[src/rtl/line_buffer_scheduler_pkg.sv]
// Shared constants, FSM encoding and colour-bar table for the line-buffer write side.
// Optional build macro used by this block: LINE_BUFFER_TESTPATTERN_EN.
package line_buffer_scheduler_pkg;

    localparam int unsigned RAM_ADDRESS_BITS  = 15;
    localparam int unsigned DEF_LINE_LENGTH   = 640;
    localparam int unsigned DEF_NUM_LINES     = 48;
    localparam int unsigned DEF_START_LINES   = 2;
    localparam int unsigned DEF_VISIBLE_LINES = 480;
    localparam int unsigned PIXEL_BITS        = 24;
    localparam int unsigned LINE_COUNT_BITS   = 10;

    typedef enum logic [1:0] {
        ST_SYNC = 2'd0,
        ST_FILL = 2'd1,
        ST_RUN  = 2'd2
    } state_e;

    localparam logic [PIXEL_BITS-1:0] BAR_WHITE   = 24'hFFFFFF;
    localparam logic [PIXEL_BITS-1:0] BAR_YELLOW  = 24'hFFFF00;
    localparam logic [PIXEL_BITS-1:0] BAR_CYAN    = 24'h00FFFF;
    localparam logic [PIXEL_BITS-1:0] BAR_GREEN   = 24'h00FF00;
    localparam logic [PIXEL_BITS-1:0] BAR_MAGENTA = 24'hFF00FF;
    localparam logic [PIXEL_BITS-1:0] BAR_RED     = 24'hFF0000;
    localparam logic [PIXEL_BITS-1:0] BAR_BLUE    = 24'h0000FF;
    localparam logic [PIXEL_BITS-1:0] BAR_BLACK   = 24'h000000;

    // Colour of vertical bar idx, left (white) to right (black).
    function automatic logic [PIXEL_BITS-1:0] bar_colour(input logic [2:0] idx);
        logic [PIXEL_BITS-1:0] c;
        case (idx)
            3'd0:    c = BAR_WHITE;
            3'd1:    c = BAR_YELLOW;
            3'd2:    c = BAR_CYAN;
            3'd3:    c = BAR_GREEN;
            3'd4:    c = BAR_MAGENTA;
            3'd5:    c = BAR_RED;
            3'd6:    c = BAR_BLUE;
            default: c = BAR_BLACK;
        endcase
        return c;
    endfunction

endpackage

[src/rtl/line_buffer_addr_gen.sv]
// Column / line-slot counters for the line-buffer RAM write port.
// Ports:
//   clock, reset       : clock and synchronous active-high reset
//   clear              : resync request, zeroes both counters (highest priority)
//   frame_start        : restart at slot 0, column 0
//   line_start         : close the current line if it holds any pixels
//   pixel_valid        : pixel accepted this cycle (already gated by the FSM)
//   addr_c             : address for the accepted pixel (new line applied first)
//   write_c / drop_c   : pixel stored / pixel dropped because the line is full
//   line_done_c        : a non-empty line was closed this cycle
//   bar_idx_c          : colour bar of the current column (LINE_BUFFER_TESTPATTERN_EN only)
module line_buffer_addr_gen #(
    parameter int unsigned ADDR_BITS   = 15,
    parameter int unsigned LINE_LENGTH = 640,
    parameter int unsigned NUM_LINES   = 48
) (
    input  logic                 clock,
    input  logic                 reset,
    input  logic                 clear,
    input  logic                 frame_start,
    input  logic                 line_start,
    input  logic                 pixel_valid,
    output logic [ADDR_BITS-1:0] addr_c,
    output logic                 write_c,
    output logic                 drop_c,
    output logic                 line_done_c
`ifdef LINE_BUFFER_TESTPATTERN_EN
    ,
    output logic [2:0]           bar_idx_c
`endif
);

    localparam int unsigned          X_BITS    = $clog2(LINE_LENGTH + 1);
    localparam logic [X_BITS-1:0]    X_FULL    = X_BITS'(LINE_LENGTH);
    localparam logic [ADDR_BITS-1:0] BASE_STEP = ADDR_BITS'(LINE_LENGTH);
    localparam logic [ADDR_BITS-1:0] BASE_LAST = ADDR_BITS'((NUM_LINES - 1) * LINE_LENGTH);

    logic [X_BITS-1:0]    x;
    logic [X_BITS-1:0]    x_eff;
    logic [X_BITS-1:0]    x_next;
    logic [ADDR_BITS-1:0] line_base;
    logic [ADDR_BITS-1:0] base_eff;
    logic [ADDR_BITS-1:0] base_next;

    // Position after this cycle's frame/line start, before the pixel lands.
    always_comb begin
        x_eff       = x;
        base_eff    = line_base;
        line_done_c = 1'b0;
        if (clear) begin
            x_eff    = '0;
            base_eff = '0;
        end else if (frame_start) begin
            x_eff    = '0;
            base_eff = '0;
        end else if (line_start && (x != '0)) begin
            line_done_c = 1'b1;
            x_eff       = '0;
            base_eff    = (line_base == BASE_LAST) ? '0 : line_base + BASE_STEP;
        end
    end

    // Pixel placement and overflow detection.
    always_comb begin
        write_c   = 1'b0;
        drop_c    = 1'b0;
        x_next    = x_eff;
        base_next = base_eff;
        addr_c    = base_eff + ADDR_BITS'(x_eff);
        if (!clear && pixel_valid) begin
            if (x_eff == X_FULL) begin
                drop_c = 1'b1;
            end else begin
                write_c = 1'b1;
                x_next  = x_eff + 1'b1;
            end
        end
    end

`ifdef LINE_BUFFER_TESTPATTERN_EN
    // Eight equal-width bars across the line.
    assign bar_idx_c = 3'((32'(x_eff) * 32'd8) / 32'(LINE_LENGTH));
`endif

    always_ff @(posedge clock) begin
        if (reset) begin
            x         <= '0;
            line_base <= '0;
        end else begin
            x         <= x_next;
            line_base <= base_next;
        end
    end

endmodule

[src/rtl/line_buffer_scheduler.sv]
// Write-side controller of the shared line-buffer RAM: places captured pixels
// into line slots, counts completed lines per frame and fires starttrigger
// once START_LINES lines are resident.
// Optional build macro: LINE_BUFFER_TESTPATTERN_EN replaces pixel data by colour bars.
// Ports:
//   clock, reset          : pixel clock, synchronous active-high reset
//   in_pixel_valid/data   : captured RGB888 pixel
//   in_line_start         : start of input line
//   in_frame_start        : start of input frame
//   mode_change           : output mode changed, forces resync
//   wraddr/wrdata/wren    : RAM write port (one cycle after the pixel)
//   starttrigger          : one-cycle pulse per frame to the output generator
//   lines_written         : completed lines this frame, saturating
//   overflow_err          : sticky, a pixel beyond the line length was dropped
module line_buffer_scheduler
    import line_buffer_scheduler_pkg::*;
#(
    parameter int unsigned ADDR_BITS     = RAM_ADDRESS_BITS,
    parameter int unsigned LINE_LENGTH   = DEF_LINE_LENGTH,
    parameter int unsigned NUM_LINES     = DEF_NUM_LINES,
    parameter int unsigned START_LINES   = DEF_START_LINES,
    parameter int unsigned VISIBLE_LINES = DEF_VISIBLE_LINES
) (
    input  logic                       clock,
    input  logic                       reset,
    input  logic                       in_pixel_valid,
    input  logic [PIXEL_BITS-1:0]      in_pixel_data,
    input  logic                       in_line_start,
    input  logic                       in_frame_start,
    input  logic                       mode_change,
    output logic [ADDR_BITS-1:0]       wraddr,
    output logic [PIXEL_BITS-1:0]      wrdata,
    output logic                       wren,
    output logic                       starttrigger,
    output logic [LINE_COUNT_BITS-1:0] lines_written,
    output logic                       overflow_err
);

    localparam logic [LINE_COUNT_BITS-1:0] LINES_MAX   = LINE_COUNT_BITS'(VISIBLE_LINES);
    localparam logic [LINE_COUNT_BITS-1:0] LINES_START = LINE_COUNT_BITS'(START_LINES);

    state_e                       state;
    state_e                       state_next;
    logic                         trig_next;
    logic [LINE_COUNT_BITS-1:0]   lines_next;
    logic                         pixel_accept_c;
    logic [ADDR_BITS-1:0]         addr_c;
    logic                         write_c;
    logic                         drop_c;
    logic                         line_done_c;
    logic [PIXEL_BITS-1:0]        pixel_c;

    // A frame start received while in SYNC already captures its own pixel.
    assign pixel_accept_c = in_pixel_valid && ((state != ST_SYNC) || in_frame_start);

    line_buffer_addr_gen #(
        .ADDR_BITS   (ADDR_BITS),
        .LINE_LENGTH (LINE_LENGTH),
        .NUM_LINES   (NUM_LINES)
    ) u_addr_gen (
        .clock       (clock),
        .reset       (reset),
        .clear       (mode_change),
        .frame_start (in_frame_start),
        .line_start  (in_line_start),
        .pixel_valid (pixel_accept_c),
        .addr_c      (addr_c),
        .write_c     (write_c),
        .drop_c      (drop_c),
        .line_done_c (line_done_c)
`ifdef LINE_BUFFER_TESTPATTERN_EN
        ,
        .bar_idx_c   (bar_idx_c)
`endif
    );

`ifdef LINE_BUFFER_TESTPATTERN_EN
    logic [2:0] bar_idx_c;
    assign pixel_c = bar_colour(bar_idx_c);
`else
    assign pixel_c = in_pixel_data;
`endif

    // State register.
    always_ff @(posedge clock) begin
        if (reset) begin
            state <= ST_SYNC;
        end else begin
            state <= state_next;
        end
    end

    // Next state, line count and trigger.
    always_comb begin
        state_next = state;
        trig_next  = 1'b0;
        lines_next = lines_written;
        if (mode_change) begin
            state_next = ST_SYNC;
            lines_next = '0;
        end else if (in_frame_start) begin
            state_next = ST_FILL;
            lines_next = '0;
        end else begin
            if (line_done_c && (lines_written < LINES_MAX)) begin
                lines_next = lines_written + 1'b1;
            end
            case (state)
                ST_SYNC: state_next = ST_SYNC;
                ST_FILL: begin
                    if (lines_next == LINES_START) begin
                        state_next = ST_RUN;
                        trig_next  = 1'b1;
                    end
                end
                ST_RUN:  state_next = ST_RUN;
                default: state_next = ST_SYNC;
            endcase
        end
    end

    // Registered write port and status outputs.
    always_ff @(posedge clock) begin
        if (reset) begin
            wraddr        <= '0;
            wrdata        <= '0;
            wren          <= 1'b0;
            starttrigger  <= 1'b0;
            lines_written <= '0;
            overflow_err  <= 1'b0;
        end else begin
            wren          <= write_c;
            starttrigger  <= trig_next;
            lines_written <= lines_next;
            if (write_c) begin
                wraddr <= addr_c;
                wrdata <= pixel_c;
            end
            if (drop_c) begin
                overflow_err <= 1'b1;
            end
        end
    end

endmodule

[config.mk]
export PLATFORM = sky130hd
export DESIGN_NAME = line_buffer_scheduler
export DESIGN_NICKNAME = d
export VERILOG_FILES = /design/src/rtl/line_buffer_scheduler_pkg.sv /design/src/rtl/line_buffer_addr_gen.sv /design/src/rtl/line_buffer_scheduler.sv
export SDC_FILE = /design/constraint.sdc
export NUM_CORES = 1
export LEC_CHECK = 0
export BUFFER_PORTS_ARGS = -buffer_cell sky130_fd_sc_hd__buf_2
export CORE_ASPECT_RATIO = 1.25
export CORE_UTILIZATION = 35
export DETAILED_ROUTE_END_ITERATION = 8
export GPL_TIMING_DRIVEN = 0
export PLACE_DENSITY = 0.59
export SLEW_MARGIN = 20
export SYNTH_ARGS = -nofsm -noshare
export SYNTH_HDL_FRONTEND = slang
export SYNTH_SLANG_ARGS = --single-unit
[constraint.sdc]
create_clock -name clock -period 4.3 [get_ports clock]
set_input_delay 0.43 -clock clock [delete_from_list [all_inputs] [get_ports clock]]
set_output_delay 0.43 -clock clock [all_outputs]
set_load 0.05 [all_outputs]
# Yosys cells after proc, flatten, opt, wreduce, memory -nomap -nowiden
# Cells that the tools add are included.
[classes]
add_sub_neg = 4
order_cmp = 1
n_eq_ne = 7
muxes = 23
reduce_logical = 11
bitwise = 1
[ops]
columns = ["cell", "n"]
rows = [
  ["two-way mux 10 bit", 8],
  ["two-way mux 15 bit", 4],
  ["adder 10 x 1 -> 10 bit, second input constant", 2],
  ["adder 15 x 10 -> 15 bit", 1],
  ["adder 15 x 10 -> 15 bit, second input constant", 1],
  ["== test 15 bit, second input constant", 1],
  ["== test 10 bit, second input constant", 1],
  ["== test 10 x 2 -> 1 bit, second input constant", 1],
  ["< comparator 10 x 9 -> 1 bit, second input constant", 1],
  ["nonzero test 10 bit", 1],
  ["two-way mux 1 bit", 9],
  ["logical AND 1 bit", 4],
  ["case mux 2 bit (2 select lines)", 1],
  ["OR reduction 4 bit", 1],
  ["inequality test 3 bit, second input constant", 1],
  ["OR reduction 3 bit", 1],
  ["== test 2 x 1 -> 1 bit, second input constant", 1],
  ["== test 2 bit, second input constant", 1],
  ["two-way mux 2 bit", 1],
  ["inequality test 2 bit, second input constant", 1],
  ["nonzero test 2 bit", 1],
  ["OR reduction 2 bit", 1],
  ["zero test 1 bit", 1],
  ["logical OR 1 bit", 1],
  ["inverter 1 bit", 1],
]
[totals]
ff_bits = 79
out_inout_bits = 52
word_cells = 57

# Depth between registers and ports, before layout
[logic_depth]
ltp_word = 13
ltp_mapped = 16
mapped_depth_nobuf = 15

# Modules after synthesis
# A second synthesis with hierarchy kept.
[unflattened]
hier_cells = 443
area_unflattened_um2 = 3971.3
[by_module_without_submodules]
columns = ["mod", "n_inst", "seq_area_each_um2", "area_per_inst_um2", "cells_each"]
rows = [
  ["line_buffer_scheduler", 1, 1081.0, 2144.6, 215],
  ["line_buffer_addr_gen", 1, 500.5, 1826.8, 228],
]

# Worst setup path before layout
# No wires, ideal clock.
[synth_path]
path_type = "flip-flop to flip-flop"
start = "register u_addr_gen.x[5]"
end = "register wraddr[11]"
arrival_ns = 3.380
setup_slack_ns = 0.828
setup_time_ns = 0.092
path_stages_with_launch = 16
path_cell_list = "dfxtp_1 -> nor4_4 -> a31o_2 -> buf_4 -> nor2_1 -> nor2_1 -> nand2_1 -> inv_1 -> ha_1 -> a21o_1 -> a21oi_1 -> o21ai_0 -> a211o_1 -> a311o_1 -> and4_1 -> nor4_1"
[synth_rtl]
columns = ["item", "line", "text"]
rows = [
  ["start: declaration", "line_buffer_addr_gen.sv:38", "logic [X_BITS-1:0] x;"],
  ["start signal: assignment", "line_buffer_addr_gen.sv:90", "x <= x_next;"],
  ["nonzero test 10 bit", "line_buffer_addr_gen.sv:56", "end else if (line_start && (x != '0)) begin"],
  ["logical AND 1 bit", "line_buffer_addr_gen.sv:56", ""],
  ["two-way mux 15 bit", "line_buffer_addr_gen.sv:56", ""],
  ["two-way mux 15 bit", "line_buffer_addr_gen.sv:53", "end else if (frame_start) begin"],
  ["two-way mux 15 bit", "line_buffer_addr_gen.sv:50", "if (clear) begin"],
  ["named net u_addr_gen.base_eff[1]", "line_buffer_addr_gen.sv:42", "logic [ADDR_BITS-1:0] base_eff;"],
  ["adder 15 x 10 -> 15 bit", "line_buffer_addr_gen.sv:69", "addr_c = base_eff + ADDR_BITS'(x_eff);"],
  ["end signal: assignment", "line_buffer_scheduler.sv:136", "wraddr <= addr_c;"],
  ["end: declaration", "line_buffer_scheduler.sv:31", "output logic [ADDR_BITS-1:0] wraddr,"],
]
# The timed path passes the listed nets, and every way through them passes these cells.
# A chain may end at the register's enable or synchronous reset.

# Worst setup path in the final report
[layout_path]
start = "register u_addr_gen.x[5]"
end = "register wraddr[12]"
# Same word-level chain as after synthesis.

==> results.md <==
- Final setup vio count: 0
- Fraction of registers with async set/reset: 0
- # resized after CTS: 0
- Skew-Pair Late Insertion Delay: about 0.34 ns
- Startpoint Class: flip-flop
- VDD IR max: 250 uV
- Postcts setup bufs: 0
- GP Congestion: approximately 0.85
- Top_reg_cell synth: dfxtp_1
- Final Max Slew Viols: 0
- Synthesized area: 0.00409 mm^2
- Met3 Routed Length: between 500 and 600 um
- Synth top area share: 0.387
- Arr. time, crit path: 4.24 ns
- Drc violations: 0
- Initial core utilization: 0.363
- EDFF count, synth: 0
- Synth warnings: 0
- Crit-path cells: nor4_4 -> a31o_2 -> buf_4 -> nor2_1 -> nor2_2 -> and2_1 -> ha_1 -> nor2b_1 -> o21ai_1 -> nand2b_1 -> a221oi_1 -> o311ai_4 -> a21o_1 -> a311oi_2
- Setup crit end kind: flip-flop
- Tmin final: 3.99 ns
- Worst-margin pin slew: 0.785 ns
- CTS Hold Buffers Added: 0
- PwrDens: ~360 mW/mm^2
- Crit path buffers/inverters: 1
- Fin nets: 623
- Kind of critical path: flip-flop to flip-flop
- Die width: 98.6 um
- Outcome: complete, no violations
- DP Wirelength: 8030 um
- Number of diodes: 0
- Tot GR Track Use: 0.183
- Worst Hold Class: input pin to flip-flop
- Vias per inst: 5.19
- Crit-path max cell delay: 0.69 ns
- Synth unique cells: 67
- Final WL: between 10,000 and 15,000 um
- Router iterations before antenna repair: 4
- Met1 WL: 4720 um
- Clock Path Buffers: 2
- Die area: 0.0121 mm^2
- Row count: 43
- DR iter-0 viols: around 170
- Number of max-cap violations: 0
- Layout cells sized above 1: 0.220
- Worst Path Max Fanout: 10
- Post-synth top area cell: dfxtp_1
- Initial antenna violation count: 0
- Setup crit start: u_addr_gen.x[5]
- Slew headroom: 0.476
- CTS buffer count: 9
- Final setup TNS: 0 ns
- CTS sink count: 79
- Synthesized net count: 533
- Placed cell areas: 0.00465 mm^2
- Data required, critical path: approximately 4.6 ns
- Antenna viol nets, final: 0
- Sequential area share after synthesis: 0.387
- Critical path's slowest cell: a221oi_1
- Area Overhead vs Synth: 22.3%
- Root buffer cell: clkbuf_16
- First-pass GRT wire length: 17,400 um
- Max Freq: between 200 and 300 MHz
- Post-Syn Instances: 487
- Mapped Avg Cell Area: between 8 and 9 um^2
- Final Cell Area: 0.00500 mm^2
- Largest net degree at the start of global routing: 15
- Core Region: 0.0112 mm^2
- Fin crit share: 0.927
- Top Ports: 82
- Seq cells post-synth: 79
- Crit-path leading delay family: compound AO/OA/AOI/OAI gates
- Vias: ~3,700
- Synth top cells by count: 83 x nand2_1, 79 x dfxtp_1, 44 x a21oi_1
- PortBufs: 79
- Final hold violations: 0
- Synth area leaders: dfxtp_1 39%, nand2_1 7.6%, a21oi_1 5.4%
- Worst-path clk slew: 0.06 ns
- Routed WL per cell: 14.8 um
- Fin Clk Skew: 0.00946 ns
- CTS H-tree depth: 3
- Hold path start: in_pixel_data[11]
- Grt total ovfl: 0
- Number of global-route vias before repair: 3,615
- Leakage: 2.13 nW
- WL met2: 5100 um
- Most frequent cell after synthesis: nand2_1
- Die Ht: 123 um
- FF-to-FF Start: u_addr_gen.x[5]
- Highest metal used: met4
- CTS tree: done
- Unrepaired setup endpoints after global routing: false
[logic make-up after synthesis]
logic type                 count (synthesis)  synth area share
buffers and inverters                     42            0.0466
AOI/OAI and AO/OA                        100             0.173
adders and majority gates                 16            0.0508
xor gates and xnor gates                  24            0.0515
and+or+nand+nor                          225             0.289
muxes                                      1           0.00245
DFF                                       79             0.387
[path summary, 6_finish.rpt]
check / end / slack, ns / cells past startpoint
setup / recovery: wraddr[12] / 0.31 / 14
hold reg to reg: wraddr[3] / 0.45 / 2
hold / removal: wrdata[11] / 0.32 / 3
setup reg to reg: wraddr[12] / 0.31 / 14
[registers in the layout, summed over array words and instances (netlist names)]
signal	count
starttrigger	1
wren	1
u_addr_gen.x	10
state	2
lines_written	10
overflow_err	1
wraddr	15
wrdata	24
u_addr_gen.line_base	15
[report_power, final]
part	leakage (nW)	switching (mW)	total, mW	internal, mW
combinational	1.32	0.101	0.141	0.0395
clock	0.166	0.317	0.886	0.569
sequential	0.639	0.00615	0.750	0.744
total	2.13	0.424	1.78	1.35
[layout by cell type (no fill, tap or decap), drive strengths merged, types with 2 or more instances in the layout]
| cell type | count |
|---|---|
| a211o | 2 |
| a211oi | 8 |
| a21o | 5 |
| a21oi | 45 |
| a311o | 3 |
| a311oi | 2 |
| a31oi | 6 |
| a41oi | 2 |
| and2 | 22 |
| and3 | 6 |
| and4 | 4 |
| buf | 88 |
| bufinv | 3 |
| clkbuf | 22 |
| clkinv | 2 |
| dfxtp | 79 |
| ha | 15 |
| inv | 21 |
| nand2 | 83 |
| nand2b | 3 |
| nand3 | 10 |
| nand3b | 5 |
| nand4 | 8 |
| nor2 | 44 |
| nor2b | 3 |
| nor3 | 12 |
| nor4 | 10 |
| o21a | 3 |
| o21ai | 12 |
| o311ai | 2 |
| o31ai | 3 |
| or3 | 5 |
| or4 | 2 |
| or4b | 2 |
| xnor2 | 14 |
| xor2 | 10 |
[worst register-to-register path, cell delays in order, from the launching register on]
cell	delay (ns)
dfxtp_1	0.35
nor4_4	0.45
a31o_2	0.33
buf_4	0.21
nor2_1	0.07
nor2_2	0.27
and2_1	0.19
ha_1	0.26
nor2b_1	0.14
o21ai_1	0.11
nand2b_1	0.10
a221oi_1	0.69
o311ai_4	0.22
a21o_1	0.23
a311oi_2	0.26
[metrics by stage]
step                      worst slack [ns]   util  hold WS, ns  instances  power [mW]
after global placement               0.202  0.413        0.440        701       0.906
after floorplan                      0.828      -        0.444        487       0.862
after CTS                            0.137  0.444        0.310        717        1.79
after global routing                0.0509  0.444        0.314        717        1.84
after detailed placement             0.146  0.413        0.444        701       0.907
final                                0.312  0.444        0.318        717        1.78
[layout make-up]
| cell class | count | area (um^2) |
|---|---|---|
| fillers | 1088 | 6250 |
| multi-input cells | 366 | 2320 |
| flip-flops and latches | 79 | 1580 |
| repair buffers | 79 | 395 |
| clock buffers | 9 | 225 |
| well taps | 135 | 169 |
| clock inverters | 7 | 120 |
| plain buffers | 22 | 115 |
| inverters | 20 | 75.1 |
[per-layer routing]
metal	global-route usage	up-vias
met5	0	-
met3	0.0461	22
met1	0.211	1703
li1	-	1882
met2	0.318	115
met4	0.0858	0
Power figures use the tool's default switching activity.
